`src/rtl/vend_pkg.sv`:
```
// Shared types and constants for the vending controller.
// State codes, coin encodings, coin unit value and a coin decode helper.
package vend_pkg;

  typedef logic [2:0] vend_state_t;

  localparam vend_state_t StIdle     = 3'd0;
  localparam vend_state_t StCollect  = 3'd1;
  localparam vend_state_t StDispense = 3'd2;
  localparam vend_state_t StChange   = 3'd3;
  localparam vend_state_t StGap      = 3'd4;

  localparam logic [1:0] COIN_5  = 2'b01;
  localparam logic [1:0] COIN_10 = 2'b10;

  localparam int unsigned COIN_UNIT = 5;

  function automatic logic [3:0] coin_value(input logic [1:0] code);
    logic [3:0] val;
    val = 4'd0;
    case (code)
      COIN_5:  val = 4'(COIN_UNIT);
      COIN_10: val = 4'(2 * COIN_UNIT);
      default: val = 4'd0;
    endcase
    return val;
  endfunction

endpackage

```
`src/rtl/vend_change_hopper_if.sv`:
```
// Change hopper handshake: one chg_req/chg_ack exchange per 5 Rs coin,
// with a one-cycle gap between coins. Reports each accepted coin and the last one.
module vend_change_hopper_if
  import vend_pkg::*;
#(
  parameter int unsigned CreditW = 7
) (
  input  logic               clk_i,
  input  logic               rst_ni,
  input  logic               start_i,
  input  logic [CreditW-1:0] credit_i,
  input  logic               chg_ack_i,
  output logic               chg_req_o,
  output logic               dec_o,
  output logic               done_o
);

  localparam logic [CreditW-1:0] UnitC = CreditW'(COIN_UNIT);

  vend_state_t hop_q, hop_d;
  logic        chg_req_q, chg_req_d;

  always_comb begin
    hop_d  = hop_q;
    dec_o  = 1'b0;
    done_o = 1'b0;
    case (hop_q)
      StIdle: begin
        if (start_i) hop_d = StChange;
      end
      StChange: begin
        if (chg_ack_i) begin
          dec_o = 1'b1;
          if (credit_i > UnitC) begin
            hop_d = StGap;
          end else begin
            hop_d  = StIdle;
            done_o = 1'b1;
          end
        end
      end
      StGap:   hop_d = StChange;
      default: hop_d = StIdle;
    endcase
    chg_req_d = (hop_d == StChange);
  end

  always_ff @(posedge clk_i or negedge rst_ni) begin
    if (!rst_ni) begin
      hop_q     <= StIdle;
      chg_req_q <= 1'b0;
    end else begin
      hop_q     <= hop_d;
      chg_req_q <= chg_req_d;
    end
  end

  assign chg_req_o = chg_req_q;

endmodule

```
`src/rtl/vend_controller.sv`:
```
// Vending controller: coin collection, dispense handshake and change refund.
// Optional COLLECT inactivity timeout is enabled by defining VEND_TIMEOUT_EN.
module vend_controller
  import vend_pkg::*;
#(
  parameter int unsigned PRICE       = 15,
  parameter int unsigned CREDIT_W    = 7,
  parameter int unsigned TIMEOUT_CYC = 1000
) (
  input  logic                clk,
  input  logic                rst_n,
  input  logic [1:0]          coin,
  input  logic                cancel,
  output logic                disp_req,
  input  logic                disp_ack,
  output logic                chg_req,
  input  logic                chg_ack,
  output logic                coin_rej,
  output logic [CREDIT_W-1:0] credit,
  output logic                busy
);

  localparam logic [CREDIT_W-1:0] PriceC = CREDIT_W'(PRICE);
  localparam logic [CREDIT_W-1:0] UnitC  = CREDIT_W'(COIN_UNIT);

  // StChange here covers both CHANGE and GAP; the hopper tracks which one.
  vend_state_t         state_q, state_d;
  logic [CREDIT_W-1:0] credit_q, credit_d, coin_val;
  logic                disp_req_q, disp_req_d;
  logic                coin_rej_q, coin_rej_d;
  logic                busy_q, busy_d;
  logic                coin_vld, hop_start, hop_dec, hop_done;

  assign coin_val = CREDIT_W'(coin_value(coin));
  assign coin_vld = (coin == COIN_5) || (coin == COIN_10);

`ifdef VEND_TIMEOUT_EN
  localparam int unsigned TimerW = (TIMEOUT_CYC > 2) ? $clog2(TIMEOUT_CYC) : 1;
  logic [TimerW-1:0] timer_q, timer_d;
  logic              timeout;
  assign timeout = (timer_q == TimerW'(TIMEOUT_CYC - 1));
`endif

  always_comb begin
    state_d    = state_q;
    credit_d   = credit_q;
    disp_req_d = disp_req_q;
    coin_rej_d = 1'b0;
    hop_start  = 1'b0;
`ifdef VEND_TIMEOUT_EN
    timer_d    = '0;
`endif
    case (state_q)
      StIdle: begin
        if (coin_vld) begin
          credit_d = credit_q + coin_val;
          state_d  = StCollect;
        end
      end
      StCollect: begin
        if (cancel) begin
          coin_rej_d = coin_vld;
          hop_start  = 1'b1;
          state_d    = StChange;
        end else if (coin_vld) begin
          credit_d = credit_q + coin_val;
          if (credit_d >= PriceC) begin
            state_d    = StDispense;
            disp_req_d = 1'b1;
          end
        end else if (credit_q >= PriceC) begin
          // Reached only when a single IDLE coin already covers PRICE.
          state_d    = StDispense;
          disp_req_d = 1'b1;
`ifdef VEND_TIMEOUT_EN
        end else if (timeout) begin
          hop_start = 1'b1;
          state_d   = StChange;
        end else begin
          timer_d = timer_q + 1'b1;
`endif
        end
      end
      StDispense: begin
        coin_rej_d = coin_vld;
        if (disp_ack) begin
          disp_req_d = 1'b0;
          credit_d   = credit_q - PriceC;
          if (credit_d != '0) begin
            hop_start = 1'b1;
            state_d   = StChange;
          end else begin
            state_d = StIdle;
          end
        end
      end
      StChange: begin
        coin_rej_d = coin_vld;
        if (hop_dec) credit_d = credit_q - UnitC;
        if (hop_done) state_d = StIdle;
      end
      default: state_d = StIdle;
    endcase
    busy_d = (state_d == StDispense) || (state_d == StChange);
  end

  always_ff @(posedge clk or negedge rst_n) begin
    if (!rst_n) begin
      state_q    <= StIdle;
      credit_q   <= '0;
      disp_req_q <= 1'b0;
      coin_rej_q <= 1'b0;
      busy_q     <= 1'b0;
`ifdef VEND_TIMEOUT_EN
      timer_q    <= '0;
`endif
    end else begin
      state_q    <= state_d;
      credit_q   <= credit_d;
      disp_req_q <= disp_req_d;
      coin_rej_q <= coin_rej_d;
      busy_q     <= busy_d;
`ifdef VEND_TIMEOUT_EN
      timer_q    <= timer_d;
`endif
    end
  end

  vend_change_hopper_if #(
    .CreditW (CREDIT_W)
  ) u_hopper (
    .clk_i     (clk),
    .rst_ni    (rst_n),
    .start_i   (hop_start),
    .credit_i  (credit_q),
    .chg_ack_i (chg_ack),
    .chg_req_o (chg_req),
    .dec_o     (hop_dec),
    .done_o    (hop_done)
  );

  assign disp_req = disp_req_q;
  assign coin_rej = coin_rej_q;
  assign credit   = credit_q;
  assign busy     = busy_q;

endmodule

```
`config.mk`:
```
export PLATFORM = sky130hd
export DESIGN_NAME = vend_controller
export DESIGN_NICKNAME = d
export VERILOG_FILES = /design/src/rtl/vend_pkg.sv /design/src/rtl/vend_change_hopper_if.sv /design/src/rtl/vend_controller.sv
export SDC_FILE = /design/constraint.sdc
export NUM_CORES = 1
export LEC_CHECK = 0
export BUFFER_PORTS_ARGS = -buffer_cell sky130_fd_sc_hd__buf_2
export CORE_ASPECT_RATIO = 1.2
export CORE_UTILIZATION = 55
export DETAILED_ROUTE_END_ITERATION = 7
export HOLD_SLACK_MARGIN = 0.05
export PLACE_DENSITY = 0.76
export SYNTH_ARGS = -nofsm -noshare
export SYNTH_HDL_FRONTEND = slang
export SYNTH_SLANG_ARGS = --single-unit
```
`constraint.sdc`:
```
create_clock -name clk -period 3.4 [get_ports clk]
set_clock_uncertainty 0.2 [all_clocks]
set_input_delay 0.17 -clock clk [delete_from_list [all_inputs] [get_ports clk]]
set_output_delay 0.17 -clock clk [all_outputs]
set_load 0.01 [all_outputs]
```
# Word level (Yosys, flattened, before mapping)
# Cells that the tools add are included.
[classes]
mux = 36
order_cmp = 3
add_sub_neg = 3
n_reduce_logical = 10
n_eq_ne = 15
[op_table]
columns = ["op", "count"]
rows = [
  ["$mux W3", 10],
  ["$mux W7", 4],
  ["$pmux W7 S4", 1],
  ["$eq A3 B2 Y1 const B", 6],
  ["$ge A7 B4 Y1 const B", 2],
  ["$mux W1", 14],
  ["$pmux W3 S4", 1],
  ["$pmux W3 S3", 1],
  ["$pmux W4 S2", 1],
  ["$add A7 B4 Y7", 1],
  ["$gt A7 B3 Y1 const B", 1],
  ["$reduce_bool A7 Y1", 1],
  ["$sub A7 B3 Y7 const B", 1],
  ["$sub A7 B4 Y7 const B", 1],
  ["$logic_not A3 Y1", 2],
  ["$ne A2 B2 Y1 const B", 3],
  ["$ne A3 B3 Y1 const B", 2],
  ["$pmux W1 S2", 3],
  ["$reduce_and A5 Y1", 1],
  ["$reduce_and A4 Y1", 1],
  ["$reduce_bool A4 Y1", 1],
  ["$eq A3 B1 Y1 const B", 1],
  ["$eq A3 B3 Y1 const B", 1],
  ["$eq A2 B1 Y1 const B", 1],
  ["other kinds (5)", 6],
]
[word_totals]
out_inout_bits = 11
elab_cells = 74
reg_bits = 17
input_bits = 7

# Depth between registers and ports, before layout
[depth]
depth_word = 10
ltp_mapped = 10
mapped_depth_nobuf = 10

# Cells and area by module
# From an unflattened synthesis, not the netlist that was laid out.
[unflattened]
cells_unflattened = 166
hier_area_um2 = 1383.8
[modules_own_cells]
columns = ["module", "cells_each", "seq_area_each_um2", "area_each_um2", "n_inst"]
rows = [
  ["vend_controller", 151, 325.3, 1198.6, 1],
  ["vend_change_hopper_if", 15, 100.1, 185.2, 1],
]

# Worst setup path before layout
# Ideal clock, no wire load.
[synth_timing]
kind = "flip-flop to flip-flop"
start = "reg credit_q[0] (netlist: credit[0])"
end = "reg busy_q (netlist: busy)"
setup_slack_ns = 1.045
arrival_ns = 2.022
setup_time_ns = 0.133
n_path_buf = 1
required_time_ns = 3.067
path_stages_with_launch = 10
period_less_slack_ns = 2.355
path_cell_list = "dfrtp_1 > buf_2 > and2_1 > ha_1 > a21oi_1 > o21a_1 > or4_1 > o41ai_1 > o211a_1 > o21ai_0"
[synth_via]
elab_chain_len = 8
elab_cells_between_ends = 20
cone_classes = "add/sub (2); order compare (3); eq/ne (2); mux (11); reduce/logical (2)"
[synth_lines]
columns = ["element", "line", "source"]
rows = [
  ["from (decl)", "vend_controller.sv:28", "logic [CREDIT_W-1:0] credit_q, credit_d, coin_val;"],
  ["from (signal assigned)", "vend_controller.sv:119", "credit_q <= credit_d;"],
  ["$add A7 B4 Y7 / $gt A7 B3 Y1 (equally long branches)", "vend_controller.sv:66, vend_change_hopper_if.sv:34", ""],
  ["$ge A7 B4 Y1 / $mux W1 (equally long branches)", "vend_controller.sv:67, vend_change_hopper_if.sv:34", ""],
  ["$mux W3 / $mux W1 (equally long branches)", "vend_controller.sv:67, vend_change_hopper_if.sv:32", ""],
  ["$mux W3 / $mux W1 (equally long branches)", "vend_controller.sv:65, vend_change_hopper_if.sv:27", ""],
  ["$mux W3, on equally long branches", "vend_controller.sv:61, vend_controller.sv:100", ""],
  ["$pmux W3 S4 *", "vend_controller.sv:53", "case (state_q)"],
  ["$eq A3 B2 Y1", "vend_controller.sv:104", "busy_d = (state_d == StDispense) || (state_d == StChange);"],
  ["$logic_or A1 B1 Y1 *", "vend_controller.sv:104", ""],
  ["named net busy_d", "vend_controller.sv:31", "logic busy_q, busy_d;"],
  ["to (signal assigned)", "vend_controller.sv:122", "busy_q <= busy_d;"],
  ["to (decl)", "vend_controller.sv:31", ""],
]
# The timed path passes the listed nets; every way through them passes the cells marked *.
# A chain may end at the register's enable or synchronous reset.

# Worst setup path in the final report
[layout_timing]
start = "reg credit_q[1] (netlist: credit[1])"
end = "reg state_q[1]"
[layout_via]
elab_chain_len = 6
elab_cells_between_ends = 17
cone_classes = "add/sub (2); order compare (3); mux (11); reduce/logical (1)"
[layout_lines]
columns = ["element", "line", "source"]
rows = [
  ["$add A7 B4 Y7 / $gt A7 B3 Y1 (equally long branches)", "vend_controller.sv:66, vend_change_hopper_if.sv:34", ""],
  ["$ge A7 B4 Y1 / $mux W1 (equally long branches)", "vend_controller.sv:67, vend_change_hopper_if.sv:34", ""],
  ["$mux W3 / $mux W1 (equally long branches)", "vend_controller.sv:67, vend_change_hopper_if.sv:32", ""],
  ["$mux W3 / $mux W1 (equally long branches)", "vend_controller.sv:65, vend_change_hopper_if.sv:27", ""],
  ["$mux W3, on equally long branches", "vend_controller.sv:61, vend_controller.sv:100", ""],
  ["$pmux W3 S4 *", "vend_controller.sv:53", ""],
  ["named net state_d[1]", "vend_controller.sv:27", "vend_state_t state_q, state_d;"],
  ["to (signal assigned)", "vend_controller.sv:109", "state_q <= StIdle;"],
  ["to (signal assigned)", "vend_controller.sv:118", "state_q <= state_d;"],
  ["to (decl)", "vend_controller.sv:27", ""],
]
# Marked as above.

==> metrics <==
n_diodes 0; Placed Area 0.00150 sq mm; worst setup path startpoint credit[1]; CP endpoint kind register; Critical R2R Launch credit[1]; Die X 49.5 microns; CP peak stage delay 620 ps; Max Clock Freq 383 MHz; cts bufs inserted 3; Lkg Pwr 0.671 nW; Final Net Count 202; initial core utilization 58.3%; Synth cell types 50; critical path startpoint category register; sequential cell area fraction in the yosys report 28.6%; Area growth, synth to finish 5.38%; CTS tree built; post-synthesis average cell area 8.46 sq um; total number of vias 1,363; Synth Flop Type dfrtp_1; Congestion Overflow GR 0; Synth Cell Area 0.00149 sq mm; Final Cell Area 0.00157 sq mm; IO Count 18; H-tree depth 1; clk sinks 17; final hold vios 0; clock slew at reported path FFs 120 ps; WS Path Type reg2reg; RSZ-0062 raised after global routing no; Yosys warning count 0; FFs w/ async S/R, synth 100%; Post-synth EDFFs 0; area occupied by multi-input gates 920 sq um; worst hold path type in2reg; Crit path arrival time 2600 ps; Placer Congestion 0.909; post-synth top area cell dfrtp_1; Port Buf Inserts 17; post-synth top area share 28.6%; met2 usage 44.4%; first-pass GRT wire length 5.77 mm; delay-heaviest family, CP compound AO/OA/AOI/OAI gates; Max Root-Sink Buffers 2; worst-margin pin slew 619 ps; Tmin final 2610 ps; crit path cell chain xor2_1 -> ha_1 -> a21oi_1 -> o21a_1 -> or4_1 -> o41ai_1 -> o211a_1 -> o21ai_0; cell with the most instances after synthesis dfrtp_1; met3 Track Usage GR 2.82%; Final WS setup 790 ps; FILL cells 244; Core Area 0.00255 sq mm; post-DR wirelength/cell 15.4 microns; Net Count, Synth 191; slew margin rel. 58.7%; Slowest cell on crit path dfrtp_1; DRC viols 0; pin count of the biggest net entering global routing 21; Skew-Pair Late Insertion Delay 320 ps; number of global-route vias before repair 1,253; final wirelength 3.38 mm; CP Max Fanout 15; GR Util met1 33.4%; final setup TNS 0 ps; top cells by count, synth dfrtp_1, nand2_1, nor2_1, a21oi_1, o21ai_0; CTS root buf clkbuf_4; outcome completed; Iter 0 DRT Violations 76; dpl hpwl 2.44 mm; busiest grt layer met2; Finish-stage setup viols 0; Synth Register Bits 17; Post-Route Utilization 61.5%; all-layer global routing usage 26.0%; First-pass DRT Iterations 4; max-capacitance violation count 0; pre-CTS setup slack 807 ps; die height 59.0 microns; antenna-violating nets left 0; Synth area leaders dfrtp_1, ha_1, xnor2_1; PD cells 768 mW/mm^2; via-per-instance ratio 6.22; post-CTS sizing 0; # rows 20; register area 425 sq um; layout cells sized above 1 14.5%; Tcrit/Tclk final 76.8%; worst hold start coin[1]; Max IR drop VDD 0.000584 V; required time worst endpoint 3390 ps; total die area 0.00292 sq mm; max-slew violation count 0; Post-Synthesis Cells 176; initial antenna violation count 0; crit path buf inv count 0
==> final cells by class <==
class	count	share of cell area (%)
Inverter	8	1.91
Sequential cell	17	27.1
Timing Repair Buffer	21	7.97
Clock inverter	1	0.319
Tap cell	33	2.63
Multi-Input combinational cell	136	58.6
Clock buffer	3	1.44
==> worst reg2reg max path, stage by stage, from the launching register on <==
cell and delay (ps):
dfrtp_1 620, xor2_1 240, ha_1 170, a21oi_1 80
o21a_1 240, or4_1 490, o41ai_1 100, o211a_1 260
o21ai_0 90
==> per-stage QoR <==
stage / total power, W / hold WS [ps] / std cells
after detailed placement: 0.00108 / -74.1 / 211
after global placement: 0.00105 / -92.6 / 211
final: 0.00120 / 81.6 / 219
after global routing: 0.00130 / 133 / 219
after CTS: 0.00120 / 87.5 / 219
after floorplan: 0.000977 / -326 / 176
==> placed cells by master (no fill, tap or decap), drive strengths merged, types with 2 or more instances in the layout <==
| master | count |
|---|---|
| buf | 17 |
| nand4b | 2 |
| nor2b | 3 |
| dlygate4sd3 | 4 |
| nor4 | 2 |
| inv | 8 |
| and2b | 2 |
| nor2 | 15 |
| nor3 | 7 |
| ha | 8 |
| dfrtp | 17 |
| nand3 | 4 |
| or4 | 2 |
| o31ai | 5 |
| nand3b | 2 |
| a31oi | 3 |
| o221ai | 2 |
| a21oi | 12 |
| o211ai | 5 |
| clkbuf | 3 |
| o21ai | 10 |
| xnor2 | 9 |
| o2111ai | 2 |
| mux2i | 2 |
| nand2 | 15 |
| xor2 | 6 |
==> routing by layer <==
layer / vias up / part of all wire [%]
met3: 9 / 7.0
met1: 649 / 40
met5: - / 0
li1: 649 / -
met4: 0 / 2.3
met2: 56 / 51
==> what timing repair did <==
item	in CTS	in global routing
endpoints found under the hold margin	22	0
setup buffers	0	0
hold buffers	4	0
==> logic make-up after synthesis <==
kind of cell	Yosys count	synth area share, %
compound gates	48	21.9
xor+xnor	15	8.82
fa+ha+maj	8	6.72
buf+inv	23	9.66
flops	17	28.6
mux	2	1.34
other cells	1	0.252
simple gates	62	22.8
==> state kept, by name (all words and copies together) (netlist names) <==
signal and cells:
u_hopper.chg_req_o 1, disp_req 1, coin_rej 1, busy 1, u_hopper.hop_q 3, credit 7
state_q 3
==> report_power, final <==
part | total [W] | internal [W] | switching (W)
Combinational | 0.000613 | 0.000279 | 0.000334
Clock | 0.000119 | 0.0000441 | 0.0000750
Sequential | 0.000472 | 0.000272 | 0.000200
Total | 0.00120 | 0.000595 | 0.000609
==> worst paths after layout <==
path / endpoint / slack [ps] / cells after the start
min reg2reg: disp_req / 310 / 2
min: coin_rej / 80 / 3
max: state_q[1] / 790 / 8
min in group asynchronous: busy / 100 / 2
max in group asynchronous: credit[1] / 2600 / 2
max reg2reg: state_q[1] / 790 / 8
No activity file was read; power rests on OpenSTA's default activity.
